===== src/rtl/imm_encoder.sv =====
// Two-stage immediate encoder: range-checks a 32-bit immediate against its
// format and packs it into the instruction [31:7] field image, with counters.
module imm_encoder (
    input  logic        clk,
    input  logic        rst,
    input  logic        in_valid,
    output logic        in_ready,
    input  logic [31:0] imm_in,
    input  logic [2:0]  imm_src,
    output logic        out_valid,
    input  logic        out_ready,
    output logic [24:0] imm_data,
    output logic        out_err,
    input  logic        cnt_clr,
    output logic [15:0] enc_count,
    output logic [15:0] err_count
);

    localparam logic [2:0] SRC_I   = 3'b000;
    localparam logic [2:0] SRC_S   = 3'b001;
    localparam logic [2:0] SRC_B   = 3'b010;
    localparam logic [2:0] SRC_LUI = 3'b011;
    localparam logic [2:0] SRC_JAL = 3'b100;
    localparam logic [15:0] CNT_MAX = 16'hFFFF;

    // True when imm fits the selected format; illegal selectors never fit.
    function automatic logic range_ok(input logic [31:0] imm, input logic [2:0] src);
        logic ok;
        ok = 1'b0;
        case (src)
            SRC_I, SRC_S: ok = (imm[31:11] == {21{imm[31]}});
            SRC_B:        ok = (imm[31:12] == {20{imm[31]}}) && (imm[0] == 1'b0);
            SRC_LUI:      ok = (imm[11:0] == 12'd0);
            SRC_JAL:      ok = (imm[31:21] == 11'd0) && (imm[0] == 1'b0);
            default:      ok = 1'b0;
        endcase
        return ok;
    endfunction

    // Scatter immediate bits into their instruction positions (bit n = instr bit n+7).
    function automatic logic [24:0] pack_field(input logic [31:0] imm, input logic [2:0] src);
        logic [24:0] f;
        f = 25'd0;
        case (src)
            SRC_I: begin
                f[24:13] = imm[11:0];
            end
            SRC_S: begin
                f[24:18] = imm[11:5];
                f[4:0]   = imm[4:0];
            end
            SRC_B: begin
                f[24]    = imm[12];
                f[23:18] = imm[10:5];
                f[4:1]   = imm[4:1];
                f[0]     = imm[11];
            end
            SRC_LUI: begin
                f[24:5]  = imm[31:12];
            end
            SRC_JAL: begin
                f[24]    = imm[20];
                f[23:14] = imm[10:1];
                f[13]    = imm[11];
                f[12:5]  = imm[19:12];
            end
            default: begin
                f = 25'd0;
            end
        endcase
        return f;
    endfunction

    logic        s1_valid_r;
    logic [31:0] s1_imm_r;
    logic [2:0]  s1_src_r;
    logic        s1_ok_r;

    logic        s2_valid_r;
    logic [24:0] s2_data_r;
    logic        s2_err_r;

    logic [15:0] enc_count_r;
    logic [15:0] err_count_r;

    logic        s1_adv_s;
    logic        s2_adv_s;
    logic        out_hs_s;
    logic [24:0] s2_data_nxt_s;
    logic        s2_err_nxt_s;

    // Pipeline advance control and stage-2 next values.
    always_comb begin
        s2_adv_s      = 1'b0;
        s1_adv_s      = 1'b0;
        out_hs_s      = 1'b0;
        s2_data_nxt_s = 25'd0;
        s2_err_nxt_s  = 1'b0;

        s2_adv_s = ~s2_valid_r | out_ready;
        s1_adv_s = ~s1_valid_r | s2_adv_s;
        out_hs_s = s2_valid_r & out_ready;

        // A rejected or empty slot carries an all-zero field image.
        if (s1_valid_r && s1_ok_r) begin
            s2_data_nxt_s = pack_field(s1_imm_r, s1_src_r);
        end else begin
            s2_data_nxt_s = 25'd0;
        end
        s2_err_nxt_s = s1_valid_r & ~s1_ok_r;
    end

    // Stage 1: capture the raw word and its range-check verdict.
    always_ff @(posedge clk or posedge rst) begin
        if (rst) begin
            s1_valid_r <= 1'b0;
            s1_imm_r   <= 32'd0;
            s1_src_r   <= 3'd0;
            s1_ok_r    <= 1'b0;
        end else if (s1_adv_s) begin
            s1_valid_r <= in_valid;
            s1_imm_r   <= imm_in;
            s1_src_r   <= imm_src;
            s1_ok_r    <= range_ok(imm_in, imm_src);
        end else begin
            s1_valid_r <= s1_valid_r;
        end
    end

    // Stage 2: packed result, held until the downstream handshake.
    always_ff @(posedge clk or posedge rst) begin
        if (rst) begin
            s2_valid_r <= 1'b0;
            s2_data_r  <= 25'd0;
            s2_err_r   <= 1'b0;
        end else if (s2_adv_s) begin
            s2_valid_r <= s1_valid_r;
            s2_data_r  <= s2_data_nxt_s;
            s2_err_r   <= s2_err_nxt_s;
        end else begin
            s2_valid_r <= s2_valid_r;
        end
    end

    // Saturating transfer/error counters; clear has priority over increment.
    always_ff @(posedge clk or posedge rst) begin
        if (rst) begin
            enc_count_r <= 16'd0;
            err_count_r <= 16'd0;
        end else if (cnt_clr) begin
            enc_count_r <= 16'd0;
            err_count_r <= 16'd0;
        end else if (out_hs_s) begin
            if (enc_count_r != CNT_MAX) begin
                enc_count_r <= enc_count_r + 16'd1;
            end
            if (s2_err_r && (err_count_r != CNT_MAX)) begin
                err_count_r <= err_count_r + 16'd1;
            end
        end else begin
            enc_count_r <= enc_count_r;
        end
    end

    assign in_ready  = s1_adv_s;
    assign out_valid = s2_valid_r;
    assign imm_data  = s2_data_r;
    assign out_err   = s2_err_r;
    assign enc_count = enc_count_r;
    assign err_count = err_count_r;

endmodule


===== config.mk =====
export PLATFORM = sky130hd
export DESIGN_NAME = imm_encoder
export DESIGN_NICKNAME = d
export VERILOG_FILES = /design/src/rtl/imm_encoder.sv
export SDC_FILE = /design/constraint.sdc
export NUM_CORES = 1
export LEC_CHECK = 0
export BUFFER_PORTS_ARGS = -buffer_cell sky130_fd_sc_hd__buf_2
export CAP_MARGIN = 20
export CORE_AREA = 2 2 105 107
export CTS_CLUSTER_DIAMETER = 50
export DETAILED_ROUTE_END_ITERATION = 7
export DIE_AREA = 0 0 107 109
export PLACE_DENSITY = 0.77
export SLEW_MARGIN = 20
export SYNTH_ARGS = -nofsm -noshare
export SYNTH_HDL_FRONTEND = slang
export SYNTH_SLANG_ARGS = --single-unit

===== constraint.sdc =====
create_clock -name clk -period 5.7 [get_ports clk]
set_input_delay 1.14 -clock clk [delete_from_list [all_inputs] [get_ports clk]]
set_output_delay 1.14 -clock clk [all_outputs]
set_load 0.02 [all_outputs]

### Yosys cells after proc, flatten, opt, wreduce, memory -nomap -nowiden

Cells that the tools add are included.

| storage, ports and cells | value |
|---|---|
| register bits after elaboration | 96 |
| input port bits | 40 |
| logic and storage cells | 59 |
| memories | 0 |
| ROM bits | 0 |
| output and inout port bits | 60 |
| RAM bits | 0 |
| bits in latches | 0 |

| cells by class | value |
|---|---|
| multipliers | 0 |
| order comparisons | 0 |
| mux-type cells | 12 |
| equal/unequal tests | 12 |
| shifts and indexed selects | 0 |
| reductions and logical operators | 16 |
| add/sub/neg operators | 2 |
| bitwise logic cells | 8 |
| div/mod/pow operators | 0 |

Operators with widths:

| cell | count |
|---|---|
| $mux 16 | 6 |
| $add 16x1->16 const B | 2 |
| $ne 16x16->1 const B | 2 |
| $pmux 7 s4 | 1 |
| $mux 25 | 1 |
| $eq 20x20->1 | 1 |
| $eq 19x19->1 | 1 |
| $pmux 5 s3 | 1 |
| $eq 3x2->1 const B | 4 |
| $logic_not 12->1 | 1 |
| $logic_not 11->1 | 1 |
| $pmux 5 s2 | 1 |
| $mux 8 | 1 |
| $eq 3x1->1 const B | 2 |
| $eq 3x3->1 const B | 2 |
| $logic_not 3->1 | 2 |
| $reduce_bool 2->1 | 3 |
| $reduce_or 2->1 | 3 |
| $logic_and 1x1->1 | 4 |
| $not 1->1 | 4 |
| $pmux 1 s4 | 1 |
| $reduce_and 2->1 | 2 |
| $and 1x1->1 | 2 |
| $or 1x1->1 | 2 |

### Depth between registers and ports, before layout

Gate-level depths: netlist of the first run.

| logic depth | value |
|---|---|
| depth after elaboration | 5 |
| depth in mapped cells | 6 |
| depth with buffers taken out | 5 |

### Worst setup path before layout of the first run

OpenSTA, ideal clock, no wires.

| timing | value |
|---|---|
| kind | input to output |
| start point | input out_ready |
| end point | output in_ready |
| required time | 4560 ps |
| buffers on the path | 2 |
| arrival | 1743 ps |
| cell stages on the path | 3 |
| path slack | 2817 ps |
| path through | nand3b_1 buf_2 buf_2 |

| on the way | value |
|---|---|
| word-level cells in the longest chain between the ends | 2 |

Ends and longest elaborated chain:

| item | line | RTL |
|---|---|---|
| start, declared | 11 | `input logic out_ready,` |
| $or 1x1->1 | 100 | `s2_adv_s = ~s2_valid_r \| out_ready;` |
| $or 1x1->1 | 101 | `s1_adv_s = ~s1_valid_r \| s2_adv_s;` |
| end, declared | 7 | `output logic in_ready,` |

No other way between the ends.

### Worst setup path in the final report of the first run

Ends and elaborated chain as after synthesis.

==> results.py, run 1 <==
metrics = {
    "synthesis": {
        "syn-instance-count": 430,
        "mappedNetlistArea_um2": 4650,
        "seq_area_frac_synth_pct": 51.7,
        "synth-async-reset-ratio_pct": 100,
        "syn_area_per_cell_um2": 10.8,
        "ys_warn_count": 0,
        "ys_seq_elements": 96,
        "synth_fp_nets": 472,
        "synth_cell_type_count": 51,
        "synth_edf_count": 0,
        "postSynth.topFlopCell": "sky130_fd_sc_hd__dfrtp_1",
    },
    "sta": {
        "fin_crit_sh_pct": 57.1,
        "finalHoldViolCount": 0,
        "final.setup_skew_ps": 7.93,
        "fmax_mhz": 307,
        "layout_min_cycle_time_ps": 3260,
        "pnr_worst_setup_slack_ps": 2440,
        "slew_headroom_pct": 46.0,
        "finalMaxSlewViolations": 0,
        "worst_pin_slew_ps": 802,
        "rsz0062_at_grt": "false",
        "setup_total_negative_slack_ps": 0,
        "final-setup-viol-count": 0,
    },
    "worst_hold_path": {
        "hold_path.class": "reg -> reg",
        "hold-path-cell-count": 2,
        "hold-path-endpoint": "imm_data[20]",
        "timing.hold.worst.start": "imm_data[20]",
    },
    "final_layout": {
        "final_layout_fill_cell_count": 967,
        "final-instance-count-excl-fill": 670,
        "antenna_cells_inserted": 0,
        "num-nets-final": 567,
        "final_layout_size_suffix_gt1_share_pct": 32.1,
        "syn_to_final_growth_pct": 17.9,
        "finish.utilization_pct": 51.7,
    },
    "placed_design": {
        "dp_hpwl_mm": 7.85,
        "globalplace.congestion": 0.853,
        "dpl_worst_slack_ps": 2460,
        "input_output_buffers": 99,
        "dp_cells": 653,
    },
    "worst_setup_path": {
        "critPathSlowestCell": "sky130_fd_sc_hd__buf_4",
        "critical_path.endpoint_type": "output port",
        "crit_path_start_kind": "input pin",
        "worstSetupPathType": "in -> out",
        "r2r_slack_ps": 3700,
        "cpLargestDelayFamily": "buffers and inverters",
        "critPathBufInv": 3,
        "worstReg2RegEnd": "enc_count[5]",
        "critPathMostFrequentCell": "sky130_fd_sc_hd__buf_2",
        "timing.critical_path.slowest_cell_delay_ps": 410,
        "critical_path_arrival_ps": 2120,
        "critPathRequiredTime_ps": 4560,
        "cp_cell_sequence": "buf_2 -> nand3b_1 -> buf_4 -> buf_2",
        "regToRegStartpoint": "enc_count[0]",
        "crit_path_max_fanout": 39,
        "timing.reg2reg.worst_path_depth": 5,
    },
    "route": {
        "detail-route-antenna-nets": 0,
        "wl_per_instance_um": 16.4,
        "drt_drc_violations_left": 0,
        "dr_total_vias": 3945,
        "detail_route.iter0.violations": 198,
        "route.detailed.vias_per_inst": 5.89,
        "drt-total-wl_mm": 11.0,
        "drt_pre_antenna_iters": 4,
    },
    "global_route": {
        "grt_max_degree": 66,
        "globalRouteOverflowTotal": 0,
        "wire_length_of_the_first_global_routing_pass_mm": 18.1,
        "grt_usage_pct": 19.5,
        "grt_pass1_vias": 3750,
        "number_of_antenna_violations_at_the_first_check_in_global_routing": 0,
    },
    "die": {
        "area_of_the_die_um2": 11700,
        "design.portCount": 100,
        "fp.coreArea_um2": 10600,
        "initial_core_util_pct": 43.9,
        "placementRows": 38,
        "die_w_um": 107,
        "die_h_um": 109,
    },
    "clocking": {
        "ctsHoldBuffers": 0,
        "cts_max_level": 3,
        "cts_root_buf": "sky130_fd_sc_hd__clkbuf_8",
        "cts-root-to-sink-buffers": 2,
        "post_cts_buffers": 0,
        "clkLatencyLatePin_ps": 360,
        "worst_setup_hold_path_clk_slew_ps": 100,
        "tritoncts_num_sinks": 96,
        "cts_buffer_count": 9,
        "cts_tree": "built",
        "cts_resized": 0,
    },
    "pwr": {
        "power_per_cell_area_nw_per_um2": 247,
        "power_after_layout_w": 0.00135,
        "peakVddDrop_v": 0.000127,
        "p_leak_nw": 2.48,
    },
    "run_status": {
        "status": "completed",
    },
    "run": {
        "maxCapViolations": 0,
    },
}
-- how the worst max path moves through the flow --
stage	from	end	slack [ps]	cells after the start
final	out_ready	in_ready	2440	4
after global routing	out_ready	in_ready	2350	4
after CTS	out_ready	in_ready	2450	4
after detailed placement	out_ready	in_ready	2460	4
after global placement	out_ready	in_ready	2460	4
after floorplan	rst	enc_count[0]	2050	1
-- logic make-up (layout without fill, tap and decap cells) --
kind of cell    Yosys count  after routing  synth area share [%]
buf+inv                  24            124                  2.04
xor+xnor                  1              1                 0.188
compound gates           99             99                  14.0
simple gates            162            162                  20.6
flops                    96             96                  51.7
mux                      46             46                  11.0
fa+ha+maj                 2              2                 0.538
-- cells in the final DEF (no fill, tap or decap), types with 5 or more instances in the layout --
cell	instances
sky130_fd_sc_hd__nor3b_1	6
sky130_fd_sc_hd__or4_1	13
sky130_fd_sc_hd__nor2b_1	6
sky130_fd_sc_hd__and3_1	5
sky130_fd_sc_hd__and2_1	5
sky130_fd_sc_hd__nand4_1	11
sky130_fd_sc_hd__clkbuf_8	9
sky130_fd_sc_hd__mux2_2	41
sky130_fd_sc_hd__nand3_1	17
sky130_fd_sc_hd__nand2b_1	6
sky130_fd_sc_hd__a22oi_1	6
sky130_fd_sc_hd__nor2_1	15
sky130_fd_sc_hd__o21ai_0	22
sky130_fd_sc_hd__buf_2	99
sky130_fd_sc_hd__a21oi_1	29
sky130_fd_sc_hd__a22o_1	13
sky130_fd_sc_hd__nor4_1	11
sky130_fd_sc_hd__nor3_1	10
sky130_fd_sc_hd__or3_1	10
sky130_fd_sc_hd__nand2_1	27
sky130_fd_sc_hd__a221o_1	5
sky130_fd_sc_hd__o31ai_1	11
sky130_fd_sc_hd__dfrtp_1	96
sky130_fd_sc_hd__mux2i_1	5
-- registers in the layout (all words and copies together), names as in the netlist --
| signal | cells |
|---|---|
| out_err | 1 |
| s1_valid_r | 1 |
| err_count | 16 |
| s1_imm_r | 32 |
| s1_ok_r | 1 |
| out_valid | 1 |
| enc_count | 16 |
| s1_src_r | 3 |
| imm_data | 25 |
-- metal layers --
layer,vias up,global-route usage (%),share of wire (%)
li1,1829,-,-
met1,1945,25.4,44
met5,-,0,0
met3,12,4.78,6.0
met4,0,5.66,1.1
met2,159,32.5,49
-- layout make-up --
type	count	area [um^2]	area share, %
repair buffers	103	533	9.72
multi-input cells	310	2160	39.3
well taps	140	175	3.20
flip-flops and latches	96	2400	43.8
inverters	5	21.3	0.388
clock buffers	9	124	2.26
clock inverters	7	70.1	1.28
-- worst reg2reg max path, cell delays in order, from the launching register on --
cell	delay, ps
sky130_fd_sc_hd__dfrtp_1	450
sky130_fd_sc_hd__ha_1	290
sky130_fd_sc_hd__nand4_1	180
sky130_fd_sc_hd__nor4_1	650
sky130_fd_sc_hd__o21ai_0	200
sky130_fd_sc_hd__a21oi_1	160
-- where the power goes --
| group | internal, W | switching, W | total [W] |
|---|---|---|---|
| clock | 0.000173 | 0.000265 | 0.000439 |
| sequential | 0.000716 | 0.0000367 | 0.000752 |
| combinational | 0.0000709 | 0.0000916 | 0.000163 |
| total | 0.000960 | 0.000394 | 0.00135 |
-- stage by stage --
stage	instance area (um^2)	hold slack (ps)
floorplan	4650	462
global placement	5270	468
detailed placement	5270	474
CTS	5470	500
global route	5480	517
finish	5480	493
-- synth_stat cells (2+ instances only) --
cell type | n | share of area, %
sky130_fd_sc_hd__a31oi_1 | 2 | 0.27
sky130_fd_sc_hd__nand4_1 | 11 | 1.5
sky130_fd_sc_hd__nor3b_1 | 6 | 0.97
sky130_fd_sc_hd__inv_1 | 5 | 0.40
sky130_fd_sc_hd__mux2_2 | 41 | 9.9
sky130_fd_sc_hd__clkbuf_1 | 14 | 1.1
sky130_fd_sc_hd__nand2_1 | 27 | 2.2
sky130_fd_sc_hd__a211oi_1 | 2 | 0.32
sky130_fd_sc_hd__mux2i_1 | 5 | 1.1
sky130_fd_sc_hd__and3_1 | 5 | 0.67
sky130_fd_sc_hd__a221o_1 | 5 | 1.1
sky130_fd_sc_hd__a21oi_1 | 29 | 3.1
sky130_fd_sc_hd__nor2_1 | 15 | 1.2
sky130_fd_sc_hd__nor4_1 | 11 | 1.5
sky130_fd_sc_hd__and4_1 | 2 | 0.38
sky130_fd_sc_hd__nor3_1 | 10 | 1.1
sky130_fd_sc_hd__nor2b_1 | 7 | 0.94
sky130_fd_sc_hd__or4_1 | 13 | 2.1
sky130_fd_sc_hd__nand3_1 | 17 | 1.8
sky130_fd_sc_hd__o21ai_0 | 22 | 2.4
sky130_fd_sc_hd__buf_2 | 4 | 0.43
sky130_fd_sc_hd__nand3b_1 | 3 | 0.48
sky130_fd_sc_hd__dfrtp_1 | 96 | 52
sky130_fd_sc_hd__or3_1 | 10 | 1.3
sky130_fd_sc_hd__o31ai_1 | 11 | 1.8
sky130_fd_sc_hd__o2111ai_1 | 2 | 0.38
sky130_fd_sc_hd__ha_1 | 2 | 0.54
sky130_fd_sc_hd__a22o_1 | 13 | 2.4
sky130_fd_sc_hd__a22oi_1 | 6 | 0.97
sky130_fd_sc_hd__and2_1 | 5 | 0.67
sky130_fd_sc_hd__or2_2 | 2 | 0.27
sky130_fd_sc_hd__nor4b_1 | 3 | 0.57
sky130_fd_sc_hd__nand2b_1 | 6 | 0.81
(Power assumes the default switching activity.)
==> run 2, diff against run 1 <==
clock period = 3 ns   (was 5.7 ns; I/O delays follow)
==> run 2 against run 1 <==
Against the previous run:
- flip-flop and latch count unchanged
- register-to-register slack got worse by 2800 ps
- worst setup slack got worse by 1500 ps
- via count decreased by 0.84%
- clock skew increased by 4.5 ps
- combinational power increased by 91%
- highest routed layer unchanged
==> results.py, run 2 (synthesis results as in run 1) <==
metrics = {
    "run_status": {
        "status": "completed",
    },
    "worst_setup_path": {
        "critical_path_arrival_ps": 2340,
        "critical_path.endpoint_type": "register",
        "worstSetupPathType": "reg -> reg",
        "critPathRequiredTime_ps": 3280,
        "crit_path_start_kind": "register",
        "crit_path_max_fanout": 8,
    },
    "global_route": {
        "grt_pass1_vias": 3798,
        "wire_length_of_the_first_global_routing_pass_mm": 18.6,
        "globalRouteOverflowTotal": 0,
        "number_of_antenna_violations_at_the_first_check_in_global_routing": 0,
        "grt_max_degree": 65,
        "grt_usage_pct": 20.1,
    },
    "die": {
        "area_of_the_die_um2": 11700,
        "fp.coreArea_um2": 10600,
        "die_w_um": 107,
        "placementRows": 38,
        "design.portCount": 100,
        "die_h_um": 109,
        "initial_core_util_pct": 43.9,
    },
    "final_layout": {
        "num-nets-final": 569,
        "final-instance-count-excl-fill": 672,
        "mostFrequentLayoutCells": "99 x sky130_fd_sc_hd__buf_2, 96 x sky130_fd_sc_hd__dfrtp_1, 41 x sky130_fd_sc_hd__mux2_2, 29 x sky130_fd_sc_hd__a21oi_1, 27 x sky130_fd_sc_hd__nand2_1",
        "final_layout_size_suffix_gt1_share_pct": 32.3,
        "antenna_cells_inserted": 0,
        "syn_to_final_growth_pct": 19.9,
        "layout_commonest_cell": "sky130_fd_sc_hd__buf_2",
        "largest_register_ffs": 32,
        "largest-register": "s1_imm_r",
    },
    "clocking": {
        "cts_buffer_count": 9,
        "worst_setup_hold_path_clk_slew_ps": 100,
        "cts-root-to-sink-buffers": 2,
        "cts_root_buf": "sky130_fd_sc_hd__clkbuf_8",
        "cts_resized": 0,
        "clkLatencyLatePin_ps": 360,
        "cts_max_level": 3,
        "ctsHoldBuffers": 0,
        "post_cts_buffers": 0,
        "cts_tree": "built",
        "tritoncts_num_sinks": 96,
    },
    "placed_design": {
        "dp_hpwl_mm": 8.17,
        "dp_cells": 656,
        "input_output_buffers": 99,
        "globalplace.congestion": 0.861,
    },
    "sta": {
        "finalMaxSlewViolations": 0,
        "worst_pin_slew_ps": 880,
        "final.setup_skew_ps": 12.5,
        "finalHoldViolCount": 0,
        "fmax_mhz": 484,
        "final-setup-viol-count": 0,
        "setup_total_negative_slack_ps": 0,
        "fin_crit_sh_pct": 68.8,
        "layout_min_cycle_time_ps": 2060,
        "rsz0062_at_grt": "false",
        "slew_headroom_pct": 40.8,
    },
    "route": {
        "detail-route-antenna-nets": 0,
        "drt_pre_antenna_iters": 4,
        "wl_per_instance_um": 16.6,
        "detail_route.iter0.violations": 264,
        "drt-total-wl_mm": 11.1,
        "drt_drc_violations_left": 0,
        "dr_total_vias": 3912,
        "route.detailed.vias_per_inst": 5.82,
    },
    "pwr": {
        "peakVddDrop_v": 0.000281,
        "combinational_share_of_power_pct": 11.0,
        "switch_share_pct": 24.6,
        "p_leak_nw": 2.52,
        "internal_power_w": 0.00214,
        "power_per_cell_area_nw_per_um2": 508,
        "seqPwrFrac_pct": 50.4,
        "total_switching_power_w": 0.000699,
        "power.clock.fraction_pct": 38.6,
    },
    "worst_hold_path": {
        "hold_path.class": "in -> async",
    },
    "run": {
        "maxCapViolations": 0,
    },
}
## run 2: layout make-up
| cell class | instances | area (um^2) |
|---|---|---|
| repair buffers | 105 | 553 |
| inverters | 5 | 22.5 |
| multi-input cells | 310 | 2160 |
| flip-flops and latches | 96 | 2400 |
| fillers | 960 | 5030 |
| clock inverters | 7 | 141 |
| clock buffers | 9 | 124 |
| well taps | 140 | 175 |
## run 2: metrics by stage
stage | util, % | instance area, um^2 | hold slack (ps) | setup slack [ps] | total power [W]
floorplan | - | 4650 | 462 | 1090 | 0.00164
global placement | 50.1 | 5310 | 472 | 856 | 0.00175
detailed placement | 50.1 | 5310 | 477 | 833 | 0.00177
CTS | 52.6 | 5570 | 366 | 948 | 0.00286
global route | 52.6 | 5570 | 398 | 781 | 0.00296
finish | 52.6 | 5570 | 356 | 936 | 0.00283
## run 2: critical path, stage by stage, from the launching register on
cell and delay, ps:
sky130_fd_sc_hd__dfrtp_1 450, sky130_fd_sc_hd__nand4_1 330, sky130_fd_sc_hd__nor4_1 830, sky130_fd_sc_hd__o21ai_0 200, sky130_fd_sc_hd__a21oi_1 170
## run 2: routing by layer
metal  GRT usage, %  routed length, um
met1           26.8               4840
met2           32.8               5420
met3           4.18                714
met4           6.86                146
met5              0                  0
## run 2: path summary, 6_finish.rpt
check	startpoint	endpoint	slack (ps)	depth (start not counted)
max in group asynchronous	rst	s1_imm_r[0]	1860	3
worst min-delay path	rst	enc_count[9]	360	2
worst max register to register	enc_count[10]	enc_count[5]	940	4
worst min register to register	s1_imm_r[15]	imm_data[8]	500	1
min in group clk	in_valid	s1_valid_r	460	2
worst max-delay path	enc_count[10]	enc_count[5]	940	4
## run 2: power groups by stage
stage,clock network [W],logic [W],registers [W]
6_report,0.00109,0.000311,0.00143
5_1_grt,0.00118,0.000346,0.00144
4_1_cts,0.00112,0.000313,0.00143
3_5_place_dp,0,0.000313,0.00145
3_3_place_gp,0,0.000302,0.00145
2_1_floorplan,0,0.000195,0.00145
==> run 3, diff against run 2 <==
clock period = 2 ns   (was 3 ns; I/O delays follow)
==> run 3 against run 2 <==
Against the previous run:
- worst setup slack got worse by 830 ps
- die area stayed put
- combinational power rose by 61%
- sequential power increased by 49%
- largest cell class unchanged
- maximum frequency is 9.2% higher
- cell count grew 1.9%
- critical path depth is 1 higher
==> results.py, run 3 (synthesis results as in run 1) <==
metrics = {
    "worst_setup_path": {
        "regToRegStartpoint": "err_count[0]",
        "cp_cell_sequence": "ha_1 -> nand3_1 -> or4_4 -> nor3_1 -> mux2_2",
        "critPathBufInv": 0,
        "crit_path_start_kind": "register",
        "crit_path_max_fanout": 5,
        "timing.critical_path.slowest_cell_delay_ps": 470,
        "critical_path.endpoint_type": "register",
        "worstSetupPathType": "reg -> reg",
        "critPathSlowestCell": "sky130_fd_sc_hd__or4_4",
        "critPathRequiredTime_ps": 2270,
        "critical_path_arrival_ps": 2160,
        "critical_path_origin": "err_count[0]",
        "cpLargestDelayFamily": "simple AND/OR/NAND/NOR gates",
    },
    "sta": {
        "fmax_mhz": 529,
        "layout_min_cycle_time_ps": 1890,
        "final.setup_skew_ps": 19.9,
        "fin_crit_sh_pct": 94.5,
        "setup_total_negative_slack_ps": 0,
        "rsz0062_at_grt": "false",
        "finalMaxSlewViolations": 0,
        "holdWs_ps": 134,
        "worst_pin_slew_ps": 668,
        "slew_headroom_pct": 55.3,
        "finalHoldViolCount": 0,
        "final-setup-viol-count": 0,
    },
    "global_route": {
        "grt_pass1_vias": 3795,
        "number_of_antenna_violations_at_the_first_check_in_global_routing": 0,
        "globalRouteOverflowTotal": 0,
        "wire_length_of_the_first_global_routing_pass_mm": 18.5,
        "grt_usage_pct": 20.0,
        "grt_max_degree": 97,
    },
    "route": {
        "drt_pre_antenna_iters": 5,
        "drt_drc_violations_left": 0,
        "route.detailed.vias_per_inst": 5.84,
        "wl_per_instance_um": 16.5,
        "detail_route.iter0.violations": 309,
        "dr_total_vias": 4001,
        "drt-total-wl_mm": 11.3,
        "detail-route-antenna-nets": 0,
    },
    "placed_design": {
        "dp_cells": 669,
        "globalplace.congestion": 0.864,
        "placed_instance_area_um2": 5420,
        "input_output_buffers": 99,
        "dp_hpwl_mm": 8.09,
    },
    "final_layout": {
        "layout.cell_area.non_filler_um2": 5630,
        "final_layout_size_suffix_gt1_share_pct": 34.1,
        "mostFrequentLayoutCells": "99 x sky130_fd_sc_hd__buf_2, 96 x sky130_fd_sc_hd__dfrtp_1, 41 x sky130_fd_sc_hd__mux2_2, 29 x sky130_fd_sc_hd__a21oi_1, 27 x sky130_fd_sc_hd__nand2_1",
        "largest_register_ffs": 32,
        "largest-register": "s1_imm_r",
        "num-nets-final": 582,
        "syn_to_final_growth_pct": 21.0,
        "antenna_cells_inserted": 0,
        "finish.utilization_pct": 53.1,
        "final-instance-count-excl-fill": 685,
        "layout_commonest_cell": "sky130_fd_sc_hd__buf_2",
    },
    "clocking": {
        "worst_setup_hold_path_clk_slew_ps": 110,
        "cts-root-to-sink-buffers": 2,
        "cts_root_buf": "sky130_fd_sc_hd__clkbuf_8",
        "ctsHoldBuffers": 0,
        "clkLatencyLatePin_ps": 380,
        "tritoncts_num_sinks": 96,
        "cts_tree": "built",
        "cts_max_level": 3,
        "cts_buffer_count": 9,
    },
    "run_status": {
        "status": "completed",
    },
    "die": {
        "die_w_um": 107,
        "placementRows": 38,
        "initial_core_util_pct": 43.9,
        "design.portCount": 100,
        "die_h_um": 109,
        "fp.coreArea_um2": 10600,
        "area_of_the_die_um2": 11700,
    },
    "pwr": {
        "peakVddDrop_v": 0.000394,
        "p_leak_nw": 2.56,
        "power_per_cell_area_nw_per_um2": 699,
    },
    "run": {
        "maxCapViolations": 0,
    },
    "worst_hold_path": {
        "hold_path.class": "in -> async",
    },
}
==> run 3: stage by stage <==
step	setup WS, ps	power (W)
after global placement	120	0.00265
final	110	0.00394
after detailed placement	75.3	0.00267
after global routing	28.8	0.00411
after floorplan	85.1	0.00246
after CTS	125	0.00398
==> run 3: what timing repair did <==
item | in CTS | in global routing
setup endpoints to repair | 0 | 1
endpoints found under the hold margin | 0 | 0
buffers inserted | 0 | 0
gates resized for setup | 0 | 1
==> run 3: worst min-delay path: stages <==
cell                         delay [ps]
sky130_fd_sc_hd__buf_2              110
sky130_fd_sc_hd__clkinvlp_4          70
sky130_fd_sc_hd__buf_12             370
==> run 3: where the power goes <==
part / switching (W) / internal [W]
logic: 0.000276 / 0.000225
clock network: 0.000802 / 0.000502
registers: 0.0000907 / 0.00204
total: 0.00117 / 0.00277
==> run 3: per-layer routing <==
layer	share of wire (%)	track usage, %	up-vias
met1	43	26.2	1948
met2	48	33.8	173
met5	0	0	-
met3	6.9	4.12	19
li1	-	-	1861
met4	1.7	5.75	0
==> run 3: path summary, 6_finish.rpt <==
kind / end / slack [ps] / cells after the start
worst max-delay path: err_count[14] / 110 / 5
worst min-delay path: enc_count[7] / 130 / 3
worst max register to register: err_count[14] / 110 / 5
worst min register to register: imm_data[18] / 490 / 2
max in group asynchronous: imm_data[19] / 1430 / 3
min in group clk: s1_valid_r / 260 / 2
==> run 3: layout make-up <==
cell class,instances,area [um^2]
clock buffers,9,124
multi-input cells,310,2160
inverters,5,22.5
flip-flops and latches,96,2400
well taps,140,175
repair buffers,118,663
clock inverters,7,81.3
fillers,939,4970
